## src/rtl/note_scheduler.sv

```systemverilog
`default_nettype none
// ============================================================================
// Module   : note_scheduler
// Brief    : Fall-step timebase, chart ROM walker and spawn handshake for the
//            falling-note column datapath.
// Revision : 1.0 - initial release
// ============================================================================
module note_scheduler #(
  parameter int FALL_DIV    = 100000,
  parameter int SPAWN_DIV   = 125,
  parameter int NOTE_COUNT  = 176,
  parameter int ROM_AW      = 8,
  parameter int ROM_LAT     = 1,
  parameter int DRAIN_STEPS = 435
) (
  input  logic              clk,
  input  logic              rst,
  input  logic              start,
  input  logic              pause,
  input  logic              abort,
  output logic [ROM_AW-1:0] rom_addr,
  input  logic [3:0]        rom_data,
  output logic              fall_tick,
  output logic              spawn_valid,
  output logic [3:0]        spawn_mask,
  input  logic              spawn_ready,
  output logic              busy,
  output logic              done
);

  localparam int c_div_w    = (FALL_DIV > 1) ? $clog2(FALL_DIV) : 1;
  localparam int c_step_top = (SPAWN_DIV > DRAIN_STEPS) ? SPAWN_DIV : DRAIN_STEPS;
  localparam int c_step_w   = $clog2(c_step_top + 1);
  localparam int c_lat_w    = $clog2(ROM_LAT + 1);

  localparam logic [c_div_w-1:0]  c_div_last   = c_div_w'(FALL_DIV - 1);
  localparam logic [c_step_w-1:0] c_spawn_last = c_step_w'(SPAWN_DIV - 1);
  localparam logic [c_step_w-1:0] c_drain_last = c_step_w'(DRAIN_STEPS - 1);
  localparam logic [c_step_w-1:0] c_step_sat   = c_step_w'(c_step_top);
  localparam logic [c_lat_w-1:0]  c_lat_last   = c_lat_w'(ROM_LAT);
  localparam logic [ROM_AW-1:0]   c_addr_last  = ROM_AW'(NOTE_COUNT - 1);

  typedef enum logic [2:0] {
    S_IDLE  = 3'd0,
    S_FETCH = 3'd1,
    S_OFFER = 3'd2,
    S_RUN   = 3'd3,
    S_DRAIN = 3'd4
  } state_t;

  state_t              r_state, w_state_nxt;
  logic [c_div_w-1:0]  r_div, w_div_nxt;
  logic                r_tick, w_tick_nxt;
  logic [c_step_w-1:0] r_step, w_step_nxt;
  logic [c_lat_w-1:0]  r_lat, w_lat_nxt;
  logic [ROM_AW-1:0]   r_addr, w_addr_nxt;
  logic [3:0]          r_mask, w_mask_nxt;
  logic                r_done, w_done_nxt;

  // Pause freezes the whole timebase (including a pending tick) and only masks the output.
  logic w_tick;
  logic w_run;
  assign w_tick = r_tick & ~pause;
  assign w_run  = (r_state != S_IDLE) & ~pause;

  always_ff @(posedge clk or posedge rst) begin
    if (rst) begin
      r_state <= S_IDLE;
      r_div   <= '0;
      r_tick  <= 1'b0;
      r_step  <= '0;
      r_lat   <= '0;
      r_addr  <= '0;
      r_mask  <= '0;
      r_done  <= 1'b0;
    end else begin
      r_state <= w_state_nxt;
      r_div   <= w_div_nxt;
      r_tick  <= w_tick_nxt;
      r_step  <= w_step_nxt;
      r_lat   <= w_lat_nxt;
      r_addr  <= w_addr_nxt;
      r_mask  <= w_mask_nxt;
      r_done  <= w_done_nxt;
    end
  end

  always_comb begin
    w_state_nxt = r_state;
    w_div_nxt   = r_div;
    w_tick_nxt  = r_tick;
    w_step_nxt  = r_step;
    w_lat_nxt   = r_lat;
    w_addr_nxt  = r_addr;
    w_mask_nxt  = r_mask;
    w_done_nxt  = 1'b0;

    // The tick register is high during the cycle in which div_cnt sits at its terminal value.
    if (w_run) begin
      w_div_nxt  = (r_div == c_div_last) ? '0 : r_div + 1'b1;
      w_tick_nxt = (w_div_nxt == c_div_last);
    end
    if (w_tick && (r_step != c_step_sat)) begin
      w_step_nxt = r_step + 1'b1;
    end

    case (r_state)
      S_IDLE: begin
        if (start) begin
          w_state_nxt = S_FETCH;
          w_div_nxt   = '0;
          w_step_nxt  = '0;
          w_addr_nxt  = '0;
        end
      end
      S_FETCH: begin
        if (r_lat == c_lat_last) begin
          w_mask_nxt  = rom_data;
          w_lat_nxt   = '0;
          w_state_nxt = S_OFFER;
        end else begin
          w_lat_nxt = r_lat + 1'b1;
        end
      end
      S_OFFER: begin
        if (spawn_ready) begin
          w_step_nxt  = '0;
          w_addr_nxt  = r_addr + 1'b1;
          w_state_nxt = (r_addr == c_addr_last) ? S_DRAIN : S_RUN;
        end
      end
      S_RUN: begin
        if (w_tick && (r_step == c_spawn_last)) begin
          w_state_nxt = S_FETCH;
        end
      end
      S_DRAIN: begin
        if (w_tick && (r_step == c_drain_last)) begin
          w_done_nxt  = 1'b1;
          w_state_nxt = S_IDLE;
        end
      end
      default: w_state_nxt = S_IDLE;
    endcase

    if (abort) begin
      w_state_nxt = S_IDLE;
      w_done_nxt  = 1'b0;
    end
    // Every entry into IDLE leaves the counters, address and mask at zero.
    if (w_state_nxt == S_IDLE) begin
      w_div_nxt  = '0;
      w_tick_nxt = 1'b0;
      w_step_nxt = '0;
      w_lat_nxt  = '0;
      w_addr_nxt = '0;
      w_mask_nxt = '0;
    end
  end

  assign rom_addr    = r_addr;
  assign fall_tick   = w_tick;
  assign spawn_valid = (r_state == S_OFFER);
  assign spawn_mask  = r_mask;
  assign busy        = (r_state != S_IDLE);
  assign done        = r_done;

endmodule
`default_nettype wire

```

## config.mk

```make
export PLATFORM = sky130hd
export DESIGN_NAME = note_scheduler
export DESIGN_NICKNAME = d
export VERILOG_FILES = /design/src/rtl/note_scheduler.sv
export SDC_FILE = /design/constraint.sdc
export NUM_CORES = 1
export LEC_CHECK = 0
export BUFFER_PORTS_ARGS = -buffer_cell sky130_fd_sc_hd__buf_2
export CAP_MARGIN = 20
export CORE_MARGIN = 5
export CORE_UTILIZATION = 46
export CTS_CLUSTER_DIAMETER = 120
export DETAILED_ROUTE_END_ITERATION = 16
export GPL_TIMING_DRIVEN = 0
export SYNTH_ARGS = -nofsm -noshare
export SYNTH_HDL_FRONTEND = slang
export SYNTH_SLANG_ARGS = --single-unit
export TNS_END_PERCENT = 20
```

## constraint.sdc

```tcl
create_clock -name clk -period 2.43 [get_ports clk]
set_input_delay 0.1215 -clock clk [delete_from_list [all_inputs] [get_ports clk]]
set_output_delay 0.1215 -clock clk [all_outputs]
set_load 0.005 [all_outputs]
```

; ---- Yosys cells after proc, flatten, opt, wreduce, memory -nomap -nowiden
; Cells that the tools add are included.
[word_totals]
register_bits = 44
word_cells = 72
[classes]
n_addsub = 4
eq_ne = 12
muxes = 33
n_bitwise = 3
reduce_logical = 12
[op_table]
columns = op, count
row1 = $mux 17, 5
row2 = $mux 9, 4
row3 = $eq 17x17->1 const B, 2
row4 = $mux 8, 3
row5 = $mux 3, 7
row6 = $pmux 9 s2, 1
row7 = $add 17x1->17 const B, 1
row8 = $pmux 8 s2, 1
row9 = $pmux 3 s5, 1
row10 = $mux 4, 3
row11 = $add 9x1->9 const B, 1
row12 = $eq 9x7->1 const B, 1
row13 = $eq 9x9->1 const B, 1
row14 = $ne 9x9->1 const B, 1
row15 = $add 8x1->8 const B, 1
row16 = $eq 8x8->1 const B, 1
row17 = $mux 1, 8
row18 = $eq 3x2->1 const B, 2
row19 = $logic_not 3->1, 2
row20 = $reduce_bool 2->1, 3
row21 = $reduce_bool 3->1, 2
row22 = $eq 3x1->1 const B, 1
row23 = $eq 3x3->1 const B, 1
row24 = $logic_and 1x1->1, 3
row25 = 7 further kinds, 8

; ---- Logic depth before layout (Yosys ltp)
; Gate-level depths: netlist of run 1.
[logic_depth]
depth_word = 9
ltp_mapped = 8
mapped_depth_nobuf = 8

; ---- Worst setup path after synthesis of run 1
; No wires, ideal clock.
[synth_timing]
kind = register -> register
start = reg r_div[0]
end = reg r_tick
arrival_ns = 2.130
setup_slack_ns = 0.220
stages_incl_launch_ff = 7
n_path_buf = 0
synth_period_minus_slack_ns = 2.210
cell_sequence = dfrtp_1 -> nand3_1 -> nor4_1 -> mux2i_1 -> a22oi_1 -> or4_1 -> a21oi_1
[synth_via]
elab_chain_cells = 5
elab_cells_between_ends = 6
[synth_rtl]
columns = item, line
row1 = from (decl), 52  ; logic [c_div_w-1:0] r_div, w_div_nxt;
row2 = from (signal assigned), 78  ; r_div <= w_div_nxt;
row3 = $add 17x1->17 / $eq 17x17->1 (equally long branches), 100  ; w_div_nxt = (r_div == c_div_last) ? '0 : r_div + 1'b1;
row4 = $mux 17 *, 100
row5 = $eq 17x17->1 *, 101  ; w_tick_nxt = (w_div_nxt == c_div_last);
row6 = $mux 1 *, 99  ; if (w_run) begin
row7 = $mux 1 *, 151  ; if (w_state_nxt == S_IDLE) begin
row8 = to (signal assigned), 79  ; r_tick <= w_tick_nxt;
row9 = to (decl), 53  ; logic r_tick, w_tick_nxt;
; Mark *: on every way between the ends. The rest lies on a longest branch, timed or not. The select of a mux whose other input is x is not followed.
; A chain may end at the register's enable or synchronous reset.

; ---- Final worst setup path of run 1
; Ends and elaborated chain as after synthesis.

==> results of run 1 <==
## timing repair
| action | 4_1_cts | 5_1_grt |
|---|---|---|
| endpoints found under the hold margin | 44 | 0 |
| buffers inserted | 0 | 0 |
| gates resized for setup | 3 | 9 |
| pin swaps | 0 | 1 |
| hold buffers | 1 | 0 |
| setup endpoints to repair | 11 | 26 |
## power groups by stage
| stage | sequential [uW] | combinational, uW | clock, uW |
|---|---|---|---|
| floorplan | 758 | 91.2 | 0 |
| detailed placement | 760 | 139 | 0 |
| finish | 746 | 147 | 469 |
| CTS | 745 | 142 | 493 |
| global route | 747 | 167 | 528 |
| global placement | 760 | 134 | 0 |
## worst max path at each step
stage | start | endpoint | slack, ns | cells after the start
2_1_floorplan | r_div[0] | r_tick | 0.22 | 6
3_3_place_gp | r_div[0] | r_tick | -0.22 | 6
3_5_place_dp | r_div[0] | r_tick | -0.20 | 6
4_1_cts | r_div[0] | r_tick | 0.005 | 6
5_1_grt | r_div[2] | r_tick | -0.05 | 7
6_report | r_div[0] | r_tick | 0.12 | 6
## placed cells by master (no fill, tap or decap), types with 3 or more instances in the layout
cell      synthesis  layout
nor2_1           43      43
dfrtp_1          44      42
buf_2             5      29
nand2_1          26      26
xor2_1           15      15
nor3_1           11      11
nand3_1          11      11
o21ai_0          11      11
nand4_1          10      10
a21oi_1           9       9
inv_1             8       7
clkbuf_8          1       7
mux2i_1           7       7
nand2b_1          6       6
and3_1            5       5
a22oi_1           5       5
xnor2_1           5       5
nand3b_1          4       4
a31oi_1           4       4
ha_1              5       4
nor4_4            0       3
and2_1            3       3
buf_6             3       3
a22o_1            3       3
## kinds of logic after synthesis
| kind of cell | count (synthesis) | share of synthesized area |
|---|---|---|
| XOR/XNOR | 20 | 0.06369 |
| buffers and inverters | 19 | 0.04003 |
| flip-flops | 44 | 0.4004 |
| multiplexers | 7 | 0.02548 |
| AO/OA/AOI/OAI | 54 | 0.1392 |
| adder cells (fa/ha/maj) | 5 | 0.02275 |
| AND/OR/NAND/NOR | 150 | 0.3085 |
## metrics by stage
step | hold slack (ns) | utilization
floorplan | 0.1883 | -
detailed placement | 0.02424 | 0.5109
global route | 0.01828 | 0.5408
global placement | 0.3463 | 0.5075
CTS | 0.01871 | 0.5304
finish | 0.03270 | 0.5408
## state kept, by name (all words and copies together), names as in the netlist
| name | cells |
|---|---|
| r_lat | 1 |
| done | 1 |
| spawn_mask | 4 |
| r_div | 17 |
| rom_addr | 8 |
| r_state | 3 |
| r_tick | 1 |
| r_step | 9 |
## metal layers
layer  GRT usage  vias to the layer above  part of all wire
li1            -                     1150                 -
met1      0.2596                     1085              0.50
met2      0.2623                       47              0.45
met3     0.03311                        7             0.044
met4     0.03766                        0            0.0081
met5           0                        -                 0
## area by class of cell
cell class	instances	area, sq um	area share
clock buffer	6	82.58	0.02610
inverter	8	30.03	0.009490
sequential	44	1104	0.3488
multi-input combinational	236	1607	0.5077
clock inverter	2	10.01	0.003163
timing repair buffer	27	155.1	0.04903
buffer	11	82.58	0.02610
tap	75	93.84	0.02966
==> out/qor.csv, run 1 <==
stage,metric,value,unit
status,status,completed,
detailed_routing,drtAntennaViolNets,0,
synthesis,synth_edf_count,0,
grt,grt_usage,0.1744,
synthesis,yosys-top-cells-area,"dfrtp_1, nor2_1, xor2_1, nand2_1, mux2i_1",
detailed_routing,drt_iter0_markers,98,
power,swShare,0.2560,
layout,nFillCells,537,
worst_setup_path,crit_slowest_cell,or4_1,
clocking,clk_latency,0.29,ns
synthesis,yosysSeqAreaShare,0.4004,
floorplanning,die_area,0.007625,sq mm
clocking,clk_pin_slew_worst_paths,0.08,ns
sta,max_freq,432.7,MHz
min_path,hp-class,input pin to flop,
worst_setup_path,r2r_start,r_div[0],
place,gp_congestion,0.8373,
sta,fin_tns_setup,0,ns
floorplanning,core_area,0.005851,sq mm
synthesis,synth_nets,314,
sta,fin_worst_skew,0.006152,ns
worst_setup_path,crit_fanout,8,
detailed_routing,num_vias,2289,
sta,post-route-period-util,0.9511,
place,hpwl,4394,um
worst_setup_path,cp.required,2.64,ns
min_path,holdPathEnd,r_state[2],
sta,worst_pin_slew,0.7340,ns
grt,antenna_found_initial,0,
power,p_leak,0.001359,uW
layout,final_layout_size_suffix_gt1_frac,0.2156,
synthesis,yosys.area.top_type,dfrtp_1,
power,p_total,1362,uW
clocking,cts_buffers,5,
layout,antenna_cells,0,
clocking,cts_sinks,44,
synthesis,synth_warnings,0,
place,dp_slack,-0.2031,ns
clocking,cts_root_buffer,clkbuf_8,
synthesis,async_reset_ff_frac,1.000,
worst_setup_path,path_buf_inv,0,
worst_setup_path,start_kind,flop,
power,peakVddDrop,0.0003441,V
synthesis,synth.most_common_cell,dfrtp_1,
detailed_routing,drtPass1Iterations,4,
clocking,cts.path.max_buffers,2,
floorplanning,fp.dieW,87.32,um
synthesis,syn_inst,299,
layout,finalInstanceArea,0.003164,sq mm
power,p_sw,348.8,uW
power,p_comb_frac,0.108,
clocking,cts_tree,done,
floorplanning,die_y,87.32,um
sta,hold_viol_final,0,
grt,grt_pass1_vias,2178,
synthesis,syn-cell-area,0.002750,sq mm
clocking,htreeDepth,2,
synthesis,synthTopCellsByCount,"dfrtp_1, nor2_1, nand2_1",
place,dp_cells,400,
layout,fin_nets,348,
worst_setup_path,cp_cell_sequence,nand3_1 > nor4_4 > mux2i_1 > a22oi_1 > or4_1 > a21oi_1,
sta,relSlewSlack,0.5073,
job,drv_cap,0,
sta,fin_ws,0.1188,ns
place,dpl_cell_area,0.002989,sq mm
layout,stdcell_count,409,
min_path,min_path_cells,2,
synthesis,synth_cell_types,63,
power,seqPwrFrac,0.548,
sta,drv_slew,0,
worst_setup_path,cpPeakStageDelay,0.56,ns
layout,areaGrowthSynthToFinish,15.06,%
detailed_routing,drcViolationCount,0,
sta,setup_viol,0,
power,powerDensity,430.5,mW/mm^2
worst_setup_path,r2r_cells,6,
detailed_routing,post_drt_wl_per_cell,15.08,um
synthesis,ys_ff_latch,44,
power,p_int,1014,uW
power,p_clk_frac,0.344,
floorplanning,start_util,0.4701,
synthesis,synth_top_area_frac,0.4004,
grt,grt_pass1_wl,10580,um
worst_setup_path,rrSetupSlack,0.12,ns
sta,rsz0062_at_grt,true,
sta,final.min_clock_period,2.311,ns
min_path,worst_hold_startpoint,abort,
grt,grt_max_degree,40,
detailed_routing,viasPerCell,5.597,
worst_setup_path,end_kind,flop,
floorplanning,io_pins,26,
floorplanning,rows,28,
worst_setup_path,path_delay_family,simple AND/OR/NAND/NOR gates,
place,place.port_buffers,25,
worst_setup_path,r2r_end,r_tick,
synthesis,syn_area_per_cell,9.198,sq um
synthesis,dominantRegCellSynth,dfrtp_1,
detailed_routing,wirelength,6168,um
worst_setup_path,crit_type,flop to flop,
grt,gr-total-overflow,0,
worst_setup_path,cp.arrival,2.52,ns
Power figures use the tool's default switching activity.
==> inputs of run 2 (changes only) <==
- CELL_PAD_IN_SITES_DETAIL_PLACEMENT: default -> 1
- CELL_PAD_IN_SITES_GLOBAL_PLACEMENT: default -> 1
- CORE_ASPECT_RATIO: default -> 0.8
- HOLD_SLACK_MARGIN: default -> 0.05
- PLACE_DENSITY_LB_ADDON: default -> 0.1
==> run 2 against run 1 <==
Flip-flop and latch count unchanged. Hold slack improved by 0.043 ns. Power is 14% higher. Sequential power about the same. First-iteration DRC count increased by 60%. Register-to-register slack lost 0.06 ns. Design area grew 1.2%. Global-route usage is 3.5 points higher. Combinational power about the same. Clock-buffer cell count fell by 1.
==> out/qor.csv, run 2 (synthesis gave the netlist of run 1 again) <==
stage,metric,value,unit
clocking,htreeDepth,2,
grt,grt_max_degree,31,
floorplanning,core_area,0.005849,sq mm
clocking,cts_tree,done,
grt,grt_usage,0.2098,
sta,fin_worst_skew,0.006065,ns
sta,relSlewSlack,0.5902,
layout,finalInstanceArea,0.003203,sq mm
detailed_routing,num_vias,2350,
place,dp_cells,406,
grt,antenna_found_initial,0,
grt,grt_pass1_wl,12530,um
power,seqPwrFrac,0.480,
layout,mostFrequentLayoutCell,nor2_1,
detailed_routing,wirelength,7235,um
power,p_int,1191,uW
min_path,worst_hold_startpoint,rom_data[3],
worst_setup_path,end_kind,flop,
min_path,hp-class,input pin to flop,
worst_setup_path,r2r_start,r_step[0],
worst_setup_path,crit_type,flop to flop,
worst_setup_path,cpPeakStageDelay,0.44,ns
worst_setup_path,cp.required,2.62,ns
layout,fin_nets,349,
worst_setup_path,path_delay_family,compound AO/OA/AOI/OAI gates,
floorplanning,rows,25,
floorplanning,start_util,0.4702,
power,p_comb_frac,0.096,
power,p_sw,364.8,uW
detailed_routing,viasPerCell,5.663,
sta,post-route-period-util,0.9750,
clocking,cts.path.max_buffers,2,
floorplanning,fp.dieW,96.45,um
sta,rsz0062_at_grt,true,
worst_setup_path,path_buf_inv,2,
power,peakVddDrop,0.0002526,V
detailed_routing,drcViolationCount,0,
power,swShare,0.2345,
clocking,clk_latency,0.30,ns
clocking,cts_sinks,44,
grt,gr-total-overflow,0,
power,p_clk_frac,0.424,
worst_setup_path,start_kind,flop,
worst_setup_path,crit_start,r_step[0],
worst_setup_path,crit_fanout,10,
clocking,clk_pin_slew_worst_paths,0.08,ns
floorplanning,die_area,0.007635,sq mm
floorplanning,io_pins,26,
detailed_routing,drtAntennaViolNets,0,
clocking,cts_root_buffer,clkbuf_8,
worst_setup_path,cp_cell_sequence,inv_1 > ha_1 > nor4bb_1 > nand3_1 > a211o_2 > o211ai_2 > buf_4 > nor2_1,
sta,drv_slew,0,
floorplanning,die_y,79.16,um
power,p_leak,0.001361,uW
layout,final_layout_size_suffix_gt1_frac,0.2126,
layout,stdcell_count,415,
place,dpl_cell_area,0.002997,sq mm
place,place.port_buffers,25,
grt,grt_pass1_vias,2515,
sta,max_freq,422.1,MHz
detailed_routing,post_drt_wl_per_cell,17.43,um
place,gp_congestion,0.8370,
sta,hold_viol_final,0,
job,drv_cap,0,
detailed_routing,drt_iter0_markers,157,
worst_setup_path,cp.arrival,2.56,ns
layout,fin_util,0.5476,
place,hpwl,5240,um
layout,largest_register_ffs,17,
sta,worst_pin_slew,0.6106,ns
power,powerDensity,485.7,mW/mm^2
layout,areaGrowthSynthToFinish,16.47,%
sta,final.min_clock_period,2.369,ns
layout,antenna_cells,0,
layout,top_register,r_div,
status,status,completed,
sta,setup_viol,0,
layout,mostFrequentLayoutCells,"nor2_1, dfrtp_1, buf_2",
detailed_routing,drtPass1Iterations,4,
worst_setup_path,crit_slowest_cell,dfrtp_1,
layout,nFillCells,697,
clocking,cts_buffers,5,
clocking,post-cts-setup-buffer-count,0,
-- run 2: metrics by stage --
stage,setup TNS (ns),hold WS (ns),total power [uW],setup WS [ns]
after floorplan,0,0.1883,849.3,0.2199
after global placement,-0.2528,0.3496,897.2,-0.2335
after detailed placement,-0.4127,0.1202,904.2,-0.2957
after CTS,0,0.06704,1574,0.02435
after global routing,-1.144,0.07563,1622,-0.08082
final,0,0.07605,1556,0.06067
-- run 2: cell type report --
cell class | count | area (sq um) | share of cell area
multi-input combinational | 236 | 1589 | 0.4961
sequential | 44 | 1104 | 0.3445
timing repair buffer | 28 | 165.2 | 0.05156
tap | 81 | 101.3 | 0.03164
buffer | 11 | 85.08 | 0.02656
clock buffer | 5 | 68.82 | 0.02148
clock inverter | 2 | 60.06 | 0.01875
inverter | 8 | 30.03 | 0.009375
-- run 2: power groups by stage --
stage / Clock, uW / Combinational, uW / Sequential (uW)
after floorplan: 0 / 91.2 / 758
after global placement: 0 / 137 / 760
after detailed placement: 0 / 144 / 760
after CTS: 677 / 151 / 746
after global routing: 706 / 169 / 748
final: 660 / 149 / 746
-- run 2: worst min-delay path, cell delays in order --
cell and delay (ns):
buf_2 0.07, mux2i_1 0.06, nor2_1 0.08
-- run 2: repair_timing --
| action | in CTS | in global routing |
|---|---|---|
| endpoints found under the hold margin | 16 | 0 |
| gates resized for setup | 7 | 5 |
| hold buffers | 2 | 0 |
| pin swaps | 0 | 0 |
| setup endpoints to repair | 21 | 30 |
-- run 2: per-layer routing --
metal	global-route usage	part of all wire	vias to the layer above
li1	-	-	1141
met5	0	0	-
met3	0.04072	0.044	2
met1	0.3213	0.52	1163
met2	0.3065	0.43	44
met4	0.03782	0.0030	0
-- run 2: final timing paths --
check	endpoint	slack (ns)	depth (start not counted)
max in group asynchronous	r_div[0]	1.60	4
hold / removal	spawn_mask[3]	0.08	3
setup reg to reg	r_div[3]	0.06	8
hold reg to reg	spawn_mask[1]	0.54	2
min in group asynchronous	r_div[5]	0.34	3
setup / recovery	r_div[3]	0.06	8
==> inputs of run 3 (changes only) <==
- clock period: 2.43 -> 2.4 ns (I/O delays scaled with it)
==> run 3 against run 2 <==
Core utilization rose by 0.81 points. Combinational power up 10%. Clock-buffer cell count did not move. Largest cell class unchanged.
==> out/qor.csv, run 3 (synthesis gave the netlist of run 1 again) <==
stage,metric,value,unit
floorplanning,core_area,0.005849,sq mm
worst_setup_path,crit_type,flop to flop,
sta,relSlewSlack,0.5995,
detailed_routing,drt_iter0_markers,138,
power,p_leak,0.001376,uW
sta,worst_pin_slew,0.5986,ns
grt,grt_pass1_wl,12530,um
clocking,htreeDepth,2,
layout,top_register,r_div,
grt,grt_usage,0.2098,
layout,multi_input_area,0.001614,sq mm
layout,mostFrequentLayoutCell,nor2_1,
sta,fin_worst_skew,0.004772,ns
layout,regArea,0.001104,sq mm
detailed_routing,drtAntennaViolNets,0,
layout,final_layout_size_suffix_gt1_frac,0.2285,
sta,hold_viol_final,0,
worst_setup_path,cp.arrival,2.55,ns
layout,nFillCells,694,
detailed_routing,viasPerCell,5.699,
sta,max_freq,429.8,MHz
sta,worst_hold_slack,0.07478,ns
grt,antenna_found_initial,0,
detailed_routing,drcViolationCount,0,
power,powerDensity,487.7,mW/mm^2
worst_setup_path,cp_cell_sequence,ha_4 > nand4_2 > nor4_2 > xor2_1 > nand3_1 > or4_1 > a21oi_1,
layout,largest_register_ffs,17,
detailed_routing,num_vias,2382,
floorplanning,rows,25,
clocking,cts_buffers,5,
clocking,cts_root_buffer,clkbuf_8,
layout,antenna_cells,0,
sta,drv_slew,0,
layout,mostFrequentLayoutCells,"nor2_1, dfrtp_1, buf_2",
place,gp_congestion,0.8370,
clocking,cts_sinks,44,
worst_setup_path,end_kind,flop,
detailed_routing,drtPass1Iterations,4,
place,hpwl,5240,um
floorplanning,start_util,0.4702,
layout,areaGrowthSynthToFinish,18.20,%
floorplanning,die_y,79.16,um
place,dp_cells,406,
clocking,clk_pin_slew_worst_paths,0.08,ns
layout,fin_nets,352,
floorplanning,fp.dieW,96.45,um
grt,grt_max_degree,31,
sta,post-route-period-util,0.9695,
worst_setup_path,cp.required,2.62,ns
clocking,cts.path.max_buffers,2,
layout,stdcell_count,418,
status,status,completed,
power,peakVddDrop,0.0002544,V
floorplanning,die_area,0.007635,sq mm
worst_setup_path,cpPeakStageDelay,0.51,ns
grt,gr-total-overflow,0,
worst_setup_path,crit_slowest_cell,or4_1,
worst_setup_path,crit_fanout,8,
sta,rsz0062_at_grt,true,
detailed_routing,wirelength,7212,um
floorplanning,io_pins,26,
grt,grt_pass1_vias,2515,
clocking,clk_latency,0.30,ns
worst_setup_path,start_kind,flop,
min_path,hp-class,input pin to flop,
place,place.port_buffers,25,
job,drv_cap,0,
sta,final.min_clock_period,2.327,ns
sta,setup_viol,0,
detailed_routing,post_drt_wl_per_cell,17.25,um
clocking,cts_tree,done,
## run 3: cell types whose count changed in the layout (fill, tap and decap cells not counted), sizes merged
cell,delta
buf,+3
## run 3: path summary, 6_finish.rpt
| check | from | endpoint | slack [ns] | depth (start not counted) |
|---|---|---|---|---|
| setup / recovery | r_div[0] | r_tick | 0.07 | 7 |
| hold / removal | rom_data[3] | spawn_mask[3] | 0.07 | 3 |
| setup reg to reg | r_div[0] | r_tick | 0.07 | 7 |
| hold reg to reg | spawn_mask[1] | spawn_mask[1] | 0.54 | 2 |
| max in group asynchronous | rst | r_div[0] | 1.57 | 4 |
| min in group asynchronous | rst | r_div[5] | 0.34 | 3 |
## run 3: final cells by class
cell class,count,area share
multi-input combinational,236,0.4965
clock inverter,2,0.01848
inverter,8,0.009238
sequential,44,0.3395
buffer,11,0.02617
clock buffer,5,0.02117
tap,81,0.03118
timing repair buffer,31,0.05774
## run 3: repair_timing
| action | CTS | global route |
|---|---|---|
| pin swaps | 0 | 2 |
| endpoints found under the setup margin | 21 | 32 |
| hold buffers | 2 | 0 |
| gates resized for setup | 8 | 8 |
| buffers inserted | 0 | 3 |
| endpoints found under the hold margin | 16 | 0 |
## run 3: worst max-delay path, delay by kind of cell, from the launching register on
family	cells	cell delay (ns)
xor gates and xnor gates	1	0.24
adders and majority gates	1	0.21
and+or+nand+nor	4	1.16
AOI/OAI and AO/OA	1	0.17
DFF	1	0.47
## run 3: layer usage
| layer | track usage | up-vias | part of all wire |
|---|---|---|---|
| met4 | 0.03782 | 0 | 0.0047 |
| met3 | 0.04072 | 4 | 0.048 |
| met2 | 0.3065 | 52 | 0.44 |
| li1 | - | 1147 | - |
| met1 | 0.3213 | 1179 | 0.51 |
| met5 | 0 | - | 0 |
## run 3: power breakdown
part	switching [uW]	total [uW]	internal [uW]
clock	256	666	410
combinational	105	164	58.5
sequential	9.23	755	746
## run 3: metrics by stage
step / area (sq um) / setup slack, ns / util / total power (uW) / setup TNS, ns
6_report: 3251 / 0.07326 / 0.5557 / 1585 / 0
5_1_grt: 3251 / -0.09947 / 0.5557 / 1657 / -0.4679
4_1_cts: 3184 / 0.01709 / 0.5444 / 1593 / 0
3_5_place_dp: 2997 / -0.3257 / 0.5123 / 915.5 / -0.8037
3_3_place_gp: 2977 / -0.2635 / 0.5089 / 908.4 / -0.3792
2_1_floorplan: 2750 / 0.1899 / - / 859.9 / 0
